**config.mk**
```make
export PLATFORM = sky130hd
export DESIGN_NAME = seq_signed_mult_core_flat
export DESIGN_NICKNAME = d
export VERILOG_FILES = /design/src/rtl/seq_signed_mult_core_if.sv /design/src/rtl/seq_signed_mult_core.sv /design/src/flat_wrapper.sv
export SDC_FILE = /design/constraint.sdc
export NUM_CORES = 1
export LEC_CHECK = 0
export CAP_MARGIN = 5
export CELL_PAD_IN_SITES_DETAIL_PLACEMENT = 0
export CELL_PAD_IN_SITES_GLOBAL_PLACEMENT = 1
export CORE_MARGIN = 8
export CORE_UTILIZATION = 44
export CTS_CLUSTER_SIZE = 8
export DETAILED_ROUTE_END_ITERATION = 8
export PLACE_DENSITY = 0.77
export SLEW_MARGIN = 20
export SYNTH_ARGS = -nofsm -noshare
export SYNTH_HDL_FRONTEND = slang
export SYNTH_SLANG_ARGS = --single-unit
```
**constraint.sdc**
```tcl
create_clock -name clk -period 3.6 [get_ports clk]
set_input_delay 0.36 -clock clk [delete_from_list [all_inputs] [get_ports clk]]
set_output_delay 0.36 -clock clk [all_outputs]
set_load 0.02 [all_outputs]
```
**src/rtl/seq_signed_mult_core_if.sv**
```systemverilog
// -----------------------------------------------------------------------------
// seq_signed_mult_core_if
// Handshake and data bundle for the sequential signed multiplier.
//   master : operand/request side (capture logic, testbench)
//   slave  : the multiplier core
// -----------------------------------------------------------------------------
interface seq_signed_mult_core_if #(
  parameter int WIDTH = 8
) ();

  logic                 start;
  logic [WIDTH-1:0]     a;
  logic [WIDTH-1:0]     b;
  logic                 busy;
  logic                 out_valid;
  logic                 out_ready;
  logic [2*WIDTH-1:0]   product;
  logic [2*WIDTH-1:0]   product_mag;
  logic                 product_neg;

  modport master (
    output start, a, b, out_ready,
    input  busy, out_valid, product, product_mag, product_neg
  );

  modport slave (
    input  start, a, b, out_ready,
    output busy, out_valid, product, product_mag, product_neg
  );

endinterface

```
**src/rtl/seq_signed_mult_core.sv**
```systemverilog
// -----------------------------------------------------------------------------
// seq_signed_mult_core
// Sequential signed shift-add multiplier, one multiplier bit per clock.
// Operands are converted to magnitudes on capture, multiplied unsigned, and
// the sign is re-applied when the result is registered on entry to DONE.
// The result is offered both as two's complement and as sign + magnitude.
//
// Build option:
//   SSM_EARLY_TERM_EN  when defined, CALC stops as soon as the remaining
//                      multiplier bits are all zero (data-dependent latency).
//                      Undefined: always WIDTH CALC cycles.
// -----------------------------------------------------------------------------
module seq_signed_mult_core #(
  parameter  int WIDTH = 8,
  localparam int CNT_W = $clog2(WIDTH) + 1
) (
  input  logic                    clk,
  input  logic                    rst_n,
  seq_signed_mult_core_if.slave   bus
);

  localparam int PW = 2 * WIDTH;

  typedef enum logic [1:0] {
    S_IDLE = 2'd0,
    S_CALC = 2'd1,
    S_DONE = 2'd2
  } state_t;

  state_t             state_q, state_d;
  logic [PW-1:0]      mc_q, mc_d;        // shifted multiplicand magnitude
  logic [WIDTH-1:0]   mp_q, mp_d;        // remaining multiplier magnitude bits
  logic [PW-1:0]      acc_q, acc_d;      // partial-product accumulator
  logic [CNT_W-1:0]   cnt_q, cnt_d;      // CALC iteration index
  logic               neg_q, neg_d;      // operand signs differ
  logic [PW-1:0]      product_q, product_d;
  logic [PW-1:0]      mag_q, mag_d;
  logic               pneg_q, pneg_d;

  // Operand magnitudes; the most negative value maps to 2^(WIDTH-1), which
  // still fits WIDTH bits when read as unsigned.
  logic [WIDTH-1:0]   abs_a, abs_b;
  assign abs_a = bus.a[WIDTH-1] ? -bus.a : bus.a;
  assign abs_b = bus.b[WIDTH-1] ? -bus.b : bus.b;

  // CALC-step datapath terms
  logic [PW-1:0]      acc_sum;
  logic [WIDTH-1:0]   mp_shift;
  logic               last_iter;
  logic               res_neg;

  // State and datapath register update
  // NOTE: every register here uses <= so all of them sample the same pre-edge
  // values; blocking assignments would let later lines see already-updated state.
  always_ff @(posedge clk or negedge rst_n) begin
    if (!rst_n) begin
      state_q   <= S_IDLE;
      mc_q      <= '0;
      mp_q      <= '0;
      acc_q     <= '0;
      cnt_q     <= '0;
      neg_q     <= 1'b0;
      product_q <= '0;
      mag_q     <= '0;
      pneg_q    <= 1'b0;
    end else begin
      state_q   <= state_d;
      mc_q      <= mc_d;
      mp_q      <= mp_d;
      acc_q     <= acc_d;
      cnt_q     <= cnt_d;
      neg_q     <= neg_d;
      product_q <= product_d;
      mag_q     <= mag_d;
      pneg_q    <= pneg_d;
    end
  end

  // Next-state and datapath logic for IDLE -> CALC -> DONE -> IDLE
  // NOTE: every variable gets a hold/default value first, so no path through
  // the case statement leaves one unassigned and no latch is inferred.
  always_comb begin
    state_d   = state_q;
    mc_d      = mc_q;
    mp_d      = mp_q;
    acc_d     = acc_q;
    cnt_d     = cnt_q;
    neg_d     = neg_q;
    product_d = product_q;
    mag_d     = mag_q;
    pneg_d    = pneg_q;

    acc_sum   = mp_q[0] ? (acc_q + mc_q) : acc_q;
    mp_shift  = mp_q >> 1;
    last_iter = (cnt_q == CNT_W'(WIDTH - 1));
`ifdef SSM_EARLY_TERM_EN
    // Nothing left to add once the remaining multiplier bits are zero.
    last_iter = last_iter || (mp_shift == '0);
`endif
    res_neg   = neg_q && (acc_sum != '0);

    case (state_q)
      S_IDLE: begin
        if (bus.start) begin
          mc_d    = {{WIDTH{1'b0}}, abs_a};
          mp_d    = abs_b;
          acc_d   = '0;
          cnt_d   = '0;
          neg_d   = bus.a[WIDTH-1] ^ bus.b[WIDTH-1];
          state_d = S_CALC;
        end
      end

      S_CALC: begin
        acc_d = acc_sum;
        mc_d  = mc_q << 1;
        mp_d  = mp_shift;
        cnt_d = cnt_q + CNT_W'(1);
        if (last_iter) begin
          // Register the result on the way into DONE; a zero product is
          // never reported as negative.
          mag_d     = acc_sum;
          pneg_d    = res_neg;
          product_d = res_neg ? -acc_sum : acc_sum;
          state_d   = S_DONE;
        end
      end

      S_DONE: begin
        // Result held until the consumer accepts; start is ignored here.
        if (bus.out_ready) begin
          state_d = S_IDLE;
        end
      end

      default: state_d = S_IDLE;
    endcase
  end

  assign bus.busy        = (state_q != S_IDLE);
  assign bus.out_valid   = (state_q == S_DONE);
  assign bus.product     = product_q;
  assign bus.product_mag = mag_q;
  assign bus.product_neg = pneg_q;

endmodule

```
**src/flat_wrapper.sv**
```systemverilog
// flat-port wrapper written by rule: the top's interface ports become plain ports
module seq_signed_mult_core_flat 
#(
  parameter  int WIDTH = 8,
  localparam int CNT_W = $clog2(WIDTH) + 1
)
  (clk, rst_n, bus_start, bus_a, bus_b, bus_out_ready, bus_busy, bus_out_valid, bus_product, bus_product_mag, bus_product_neg);
  seq_signed_mult_core_if #(.WIDTH(WIDTH)) bus_i ();
  input  logic clk;
  input  logic rst_n;
  input wire logic [$bits(bus_i.start)-1:0] bus_start;
  input wire logic [$bits(bus_i.a)-1:0] bus_a;
  input wire logic [$bits(bus_i.b)-1:0] bus_b;
  input wire logic [$bits(bus_i.out_ready)-1:0] bus_out_ready;
  output wire logic [$bits(bus_i.busy)-1:0] bus_busy;
  output wire logic [$bits(bus_i.out_valid)-1:0] bus_out_valid;
  output wire logic [$bits(bus_i.product)-1:0] bus_product;
  output wire logic [$bits(bus_i.product_mag)-1:0] bus_product_mag;
  output wire logic [$bits(bus_i.product_neg)-1:0] bus_product_neg;
  assign bus_i.start = bus_start;
  assign bus_i.a = bus_a;
  assign bus_i.b = bus_b;
  assign bus_i.out_ready = bus_out_ready;
  assign bus_busy = bus_i.busy;
  assign bus_out_valid = bus_i.out_valid;
  assign bus_product = bus_i.product;
  assign bus_product_mag = bus_i.product_mag;
  assign bus_product_neg = bus_i.product_neg;
  seq_signed_mult_core #(.WIDTH(WIDTH)) u_core (.clk(clk), .rst_n(rst_n), .bus(bus_i));
endmodule
```
==> results.json, run 1 <==
{
  "status": "finished with violations",
  "violations": "hold timing",
  "grt_pass1_wl_um": 20700,
  "cp_slowest_cell": "fa_1",
  "cts_resized": 0,
  "worst_path_largest_cell_delay_ns": 0.47,
  "worstMarginPinSlew_ns": 0.721,
  "rsz0062_at_grt": "false",
  "comb_power_share_pct": 58.1,
  "grt_max_degree": 80,
  "power_frac_seq_pct": 26.1,
  "io_pins": 55,
  "synthArstFlopShare_pct": 100,
  "drt_wl_total_um": 12400,
  "crit_path_start_kind": "flip-flop",
  "drt_iter0_drc": 305,
  "worst-path-max-fanout": 10,
  "synth_warnings": 0,
  "fmax_ghz": 0.312,
  "die_area_mm2": 0.0150,
  "antenna_found_initial": 0,
  "cap_viol_max_count": 0,
  "endpoint_kind": "flip-flop",
  "drc": 0,
  "slew_viol_final": 0,
  "grt_pass1_vias": 4083,
  "cts_buffer_depth": 2,
  "fin_crit_sh_pct": 88.9,
  "p_sw_uw": 2800,
  "final_nets": 646,
  "finalSetupViolations": 0,
  "gp_congestion": 0.850,
  "area_growth_pct": 20.7,
  "final_cells": 753,
  "ys_types": 80,
  "synth_area_per_cell_um2": 8.97,
  "overflow": 0,
  "path_class": "flip-flop to flip-flop",
  "p_leak_uw": 0.00262,
  "clk_latency_ns": 0.34,
  "syn_inst": 557,
  "die_x_um": 123,
  "intPower_uw": 3400,
  "worstPathArrival_ns": 3.42,
  "critPathRequiredTime_ns": 3.82,
  "total_power_uw": 6200,
  "hold_viol": 34,
  "power.density_cell_area_mw_per_mm2": 1030,
  "slew_headroom_pct": 51.8,
  "via_count": 4249,
  "cts_made_buffers": 9,
  "period_needed_ns": 3.20,
  "cts_setup_buffers": 0,
  "path_clk_slew_ns": 0.06,
  "pwr-share-clk_pct": 15.8,
  "n_antenna_cell": 0,
  "num_rows": 39,
  "h-tree-depth": 3,
  "port_buffers": 54,
  "dpl.hpwl_um": 9230,
  "cts_tree": "done",
  "synth_edf_count": 0,
  "final_util_pct": 53.7,
  "fin_hold_ws_ns": -0.0337,
  "vias_per_cell": 5.64,
  "yosysSeqAreaShare_pct": 39.6,
  "route.antenna.remaining_nets": 0,
  "start_util_pct": 44.5,
  "wl_per_cell_um": 16.4,
  "drtPass1Iterations": 5,
  "multiInputGateArea_mm2": 0.00282,
  "syn-num-nets": 597,
  "final.setup.tns_ns": 0,
  "ys_ff_latch": 79,
  "numClockSinks": 79,
  "regArea_mm2": 0.00198,
  "vdd_ir_drop_max_v": 0.000434,
  "cp_common_cell": "ha_1",
  "fillers": 1065,
  "core_area_mm2": 0.0112,
  "dp.cells": 737,
  "track_usage_pct": 17.2,
  "synth_ff_type": "dfrtp_1",
  "holdCritPathClass": "input port to asynchronous set/reset pin",
  "cts_hold_buf": 0,
  "p_sw_share_pct": 45.2,
  "crit_chain": "ha_1, inv_1, fa_1, nand2_1, o21ai_0, ha_1, and2_1, nand4_2, nor3_2, nand4_4, and3b_2, o31a_1, o31ai_2",
  "drive_gt1_share_pct": 9.84,
  "root_buffer": "clkbuf_16",
  "skew_ns": 0.00660,
  "synth_area_mm2": 0.00499,
  "die_y_um": 123
}
power by group through the flow:
stage          sequential, µW  combinational, µW  clock, µW
6_report                 1620               3600        979
5_1_grt                  1680               4020       1040
4_1_cts                  1630               3630       1010
3_5_place_dp             1640               3620          0
3_3_place_gp             1620               3590          0
2_1_floorplan            1750               2340          0
state kept, by name, indices dropped and copies added, names as in the netlist:
register	cells
u_core.bus.product_neg	1
u_core.mc_q	16
u_core.state_q	2
u_core.neg_q	1
u_core.bus.product_mag	16
u_core.acc_q	16
u_core.cnt_q	4
u_core.bus.product	15
u_core.mp_q	8
per-stage QoR:
stage	setup slack [ns]	instance area [µm²]
floorplan	0.696	4990
global placement	0.367	5690
detailed placement	0.310	5690
CTS	0.290	6010
global route	0.105	6030
finish	0.398	6030
final timing paths:
check                                       from                    end  slack, ns  depth (start not counted)
hold reg to reg            u_core.bus.product[6]  u_core.bus.product[6]       0.47                          2
max in group asynchronous                  rst_n         u_core.mc_q[8]       3.03                          2
hold / removal                             rst_n  u_core.bus.product[2]      -0.03                          1
min in group clk           u_core.bus.product[6]  u_core.bus.product[6]       0.47                          2
setup / recovery                  u_core.mc_q[0]  u_core.bus.product[9]       0.40                         13
setup reg to reg                  u_core.mc_q[0]  u_core.bus.product[9]       0.40                         13
per-layer routing:
metal  share of wire (%)  track usage (%)  up-vias  routed length [µm]
met5                   0                0        -                   0
met4                0.61             4.19        0                  76
met3                 4.4             3.50        5                 544
met2                  45             26.5       77                5550
met1                  50             24.2     2034                6200
li1                    -                -     2133                   -
logic make-up after synthesis:
logic type                 count (synthesis)  share of synthesized area [%]
adders and majority gates                 20                           5.16
AOI/OAI and AO/OA                        186                           26.5
DFF                                       79                           39.6
buffers and inverters                     49                           4.18
and+or+nand+nor                          198                           19.9
muxes                                      7                           1.53
xor gates and xnor gates                  18                           3.16
Yosys cell counts, drive strengths merged (2+ instances only):
library cell | number | area (µm²)
and2 | 5 | 33.8
o311ai | 4 | 52.6
o211ai | 3 | 36.3
a2bb2oi | 2 | 17.5
a211oi | 2 | 27.5
nand2 | 81 | 304
nand3 | 23 | 120
mux2i | 5 | 50.1
dfrtp | 79 | 1980
a31oi | 4 | 37.5
nor2b | 7 | 43.8
and3 | 5 | 36.3
mux2 | 2 | 26.3
xor2 | 10 | 87.6
a21boi | 2 | 15.0
a21oi | 25 | 136
nand3b | 3 | 22.5
o21bai | 2 | 15.0
o2111a | 2 | 22.5
a22oi | 11 | 82.6
nand4 | 5 | 52.6
o41ai | 3 | 45.1
a221oi | 3 | 26.3
and4 | 3 | 26.3
xnor2 | 8 | 70.1
o21a | 5 | 45.0
o31ai | 10 | 80.1
nand2b | 9 | 56.3
a21o | 13 | 97.6
a22o | 2 | 17.5
o31a | 3 | 26.3
inv | 17 | 63.8
buf | 8 | 55.1
o221ai | 3 | 26.3
ha | 19 | 238
o211a | 2 | 20.0
clkbuf | 24 | 90.1
o2bb2ai | 2 | 17.5
nor4 | 3 | 18.8
nor2 | 30 | 113
nor3b | 2 | 20.0
nor3 | 14 | 86.3
o21ai | 74 | 374
or3 | 5 | 31.3
layout by cell type, fill, tap and decap left out, drive strengths merged, types with 3 or more instances in the layout:
master         Yosys  final
nand2             81     81
dfrtp             79     79
o21ai             74     74
clkdlybuf4s50      0     53
nor2              30     30
a21oi             25     25
nand3             23     23
ha                19     19
inv               17     17
buf                8     17
nor3              14     14
a21o              13     13
a22oi             11     11
xor2              10     10
o31ai             10     10
clkbuf            24     10
nand2b             9      9
xnor2              8      8
nor2b              7      7
mux2i              5      5
or3                5      5
and2               5      5
o21a               5      5
and3               5      5
nand4              5      5
a31oi              4      4
o311ai             4      4
o221ai             3      3
and4               3      3
o31a               3      3
nand3b             3      3
nor4               3      3
a221oi             3      3
clkinvlp           0      3
o211ai             3      3
o41ai              3      3
critical path, delay by kind of cell (launching register included):
family	cells	cell delay [ns]
compound gates	3	0.46
fa+ha+maj	3	0.96
buf+inv	1	0.08
flops	1	0.37
simple gates	6	1.20
cell type report:
type                    instances  area share [%]
multi-input cells             429            46.7
well taps                     143            2.97
inverters                      17            1.06
repair buffers                 70            11.1
clock inverters                 5            1.37
clock buffers                  10            3.96
flip-flops and latches         79            32.8
No activity file was read; power rests on OpenSTA's default activity.
==> run 2, diff against run 1 <==
Settings changed: MAX_ROUTING_LAYER from default to met4.
==> run 2 against run 1 <==
Final cell count unchanged. Via count down 0.78%. Clock power up 8%. Core utilization up 0.078 points. The run now ends clean. Critical path type unchanged.
==> results.json, run 2 (same netlist as run 1, synthesis figures left out) <==
{
  "r2r-end": "u_core.bus.product[9]",
  "crit_path_start_kind": "flip-flop",
  "p_sw_uw": 2830,
  "core_area_mm2": 0.0112,
  "drt_wl_total_um": 12500,
  "io_pins": 55,
  "path_clk_slew_ns": 0.06,
  "power_frac_seq_pct": 25.9,
  "die_x_um": 123,
  "n_antenna_cell": 0,
  "pwr-share-clk_pct": 16.9,
  "final.setup.tns_ns": 0,
  "fmax_ghz": 0.314,
  "p_sw_share_pct": 44.9,
  "power.density_cell_area_mw_per_mm2": 1040,
  "wl_per_cell_um": 16.6,
  "hold_viol": 0,
  "dpl-instance-area_mm2": 0.00569,
  "skew_ns": 0.0147,
  "endpoint_kind": "flip-flop",
  "worst-path-max-fanout": 10,
  "grt_pass1_vias": 3988,
  "fin_area_mm2": 0.00604,
  "final_common_cell": "nand2_1",
  "rr_worst_depth": 12,
  "grt_max_degree": 80,
  "slew_headroom_pct": 48.8,
  "slew_viol_final": 0,
  "vias_per_cell": 5.60,
  "comb_power_share_pct": 57.2,
  "dpl.hpwl_um": 9270,
  "period_needed_ns": 3.18,
  "drt_iter0_drc": 331,
  "port_buffers": 54,
  "die_area_mm2": 0.0150,
  "r2r_start": "u_core.mc_q[0]",
  "vdd_ir_drop_max_v": 0.000436,
  "start_util_pct": 44.5,
  "area_growth_pct": 20.9,
  "cts_hold_buf": 0,
  "route.antenna.remaining_nets": 0,
  "grt_pass1_wl_um": 20500,
  "h-tree-depth": 3,
  "holdCritPathClass": "input port to asynchronous set/reset pin",
  "cap_viol_max_count": 0,
  "final_nets": 645,
  "cts_tree": "done",
  "cts_buffer_depth": 2,
  "clk_latency_ns": 0.35,
  "cts_setup_buffers": 0,
  "die_y_um": 123,
  "intPower_uw": 3470,
  "antenna_found_initial": 0,
  "track_usage_pct": 17.9,
  "drc": 0,
  "fin_crit_sh_pct": 88.4,
  "via_count": 4216,
  "status": "finished clean",
  "gp_congestion": 0.862,
  "drtPass1Iterations": 5,
  "num_rows": 39,
  "p_leak_uw": 0.00264,
  "rrSetupSlack_ns": 0.42,
  "final_cell_mix": "nand2_1, dfrtp_1, o21ai_0",
  "worstMarginPinSlew_ns": 0.767,
  "drive_gt1_share_pct": 9.84,
  "cts_made_buffers": 9,
  "overflow": 0,
  "numClockSinks": 79,
  "worstPathArrival_ns": 3.44,
  "path_class": "flip-flop to flip-flop",
  "critPathRequiredTime_ns": 3.86,
  "rsz0062_at_grt": "false",
  "root_buffer": "clkbuf_16",
  "finalSetupViolations": 0
}
run 2: changes by cell type in the layout (fill, tap and decap cells not counted), sizes merged:
cell,delta
buf,-1
clkinvlp,-2
clkinv,+2
bufinv,+1
run 2: how the worst max path moves through the flow:
| stage | to | depth (start not counted) | from | slack, ns |
|---|---|---|---|---|
| CTS | u_core.bus.product[9] | 13 | u_core.acc_q[0] | 0.29 |
| detailed placement | u_core.bus.product[9] | 13 | u_core.acc_q[0] | 0.29 |
| floorplan | u_core.bus.product[9] | 13 | u_core.acc_q[0] | 0.70 |
| finish | u_core.bus.product[9] | 12 | u_core.mc_q[0] | 0.42 |
| global placement | u_core.bus.product[9] | 13 | u_core.acc_q[0] | 0.37 |
| global route | u_core.bus.product[9] | 13 | u_core.acc_q[0] | 0.12 |
run 2: critical path, cell delays in order, from the launching register on:
cell      delay [ns]
dfrtp_1         0.37
ha_1            0.24
inv_1           0.08
fa_1            0.39
nand2b_1        0.20
a21oi_2         0.25
o2111a_1        0.28
o41ai_1         0.10
o221ai_1        0.24
a21oi_1         0.11
and3b_2         0.33
o31a_1          0.31
o31ai_2         0.20
run 2: cell type report:
type / count / area (µm²)
multi-input cells: 429 / 2820
repair buffers: 69 / 654
inverters: 17 / 63.8
clock inverters: 6 / 108
flip-flops and latches: 79 / 1980
clock buffers: 10 / 239
fillers: 1064 / 5190
well taps: 143 / 179
run 2: through the flow:
step / worst slack (ns) / total power (µW) / hold slack [ns] / util, % / std cells
floorplan: 0.696 / 4090 / 0.0644 / - / 557
global placement: 0.371 / 5210 / 0.451 / 50.7 / 737
detailed placement: 0.287 / 5260 / 0.461 / 50.7 / 737
CTS: 0.293 / 6340 / 0.233 / 53.7 / 753
global route: 0.123 / 6800 / 0.128 / 53.8 / 753
finish: 0.419 / 6300 / 0.0546 / 53.8 / 753
run 2: power by group through the flow:
stage | registers, µW | logic [µW] | clock network (µW)
final | 1630 | 3600 | 1060
after floorplan | 1750 | 2340 | 0
after detailed placement | 1650 | 3610 | 0
after global placement | 1630 | 3580 | 0
after CTS | 1630 | 3620 | 1080
after global routing | 1700 | 3980 | 1120
run 2: repair_timing:
action,4_1_cts,5_1_grt
gates resized for setup,0,1
endpoints found under the setup margin,0,1
endpoints found under the hold margin,0,0
run 2: per-layer routing:
metal  wire length, µm  track usage (%)  part of all wire (%)
met5                 0                -                     0
met4               161             6.17                   1.3
met3               549             3.22                   4.4
met2              5550             26.2                    44
met1              6250             24.3                    50
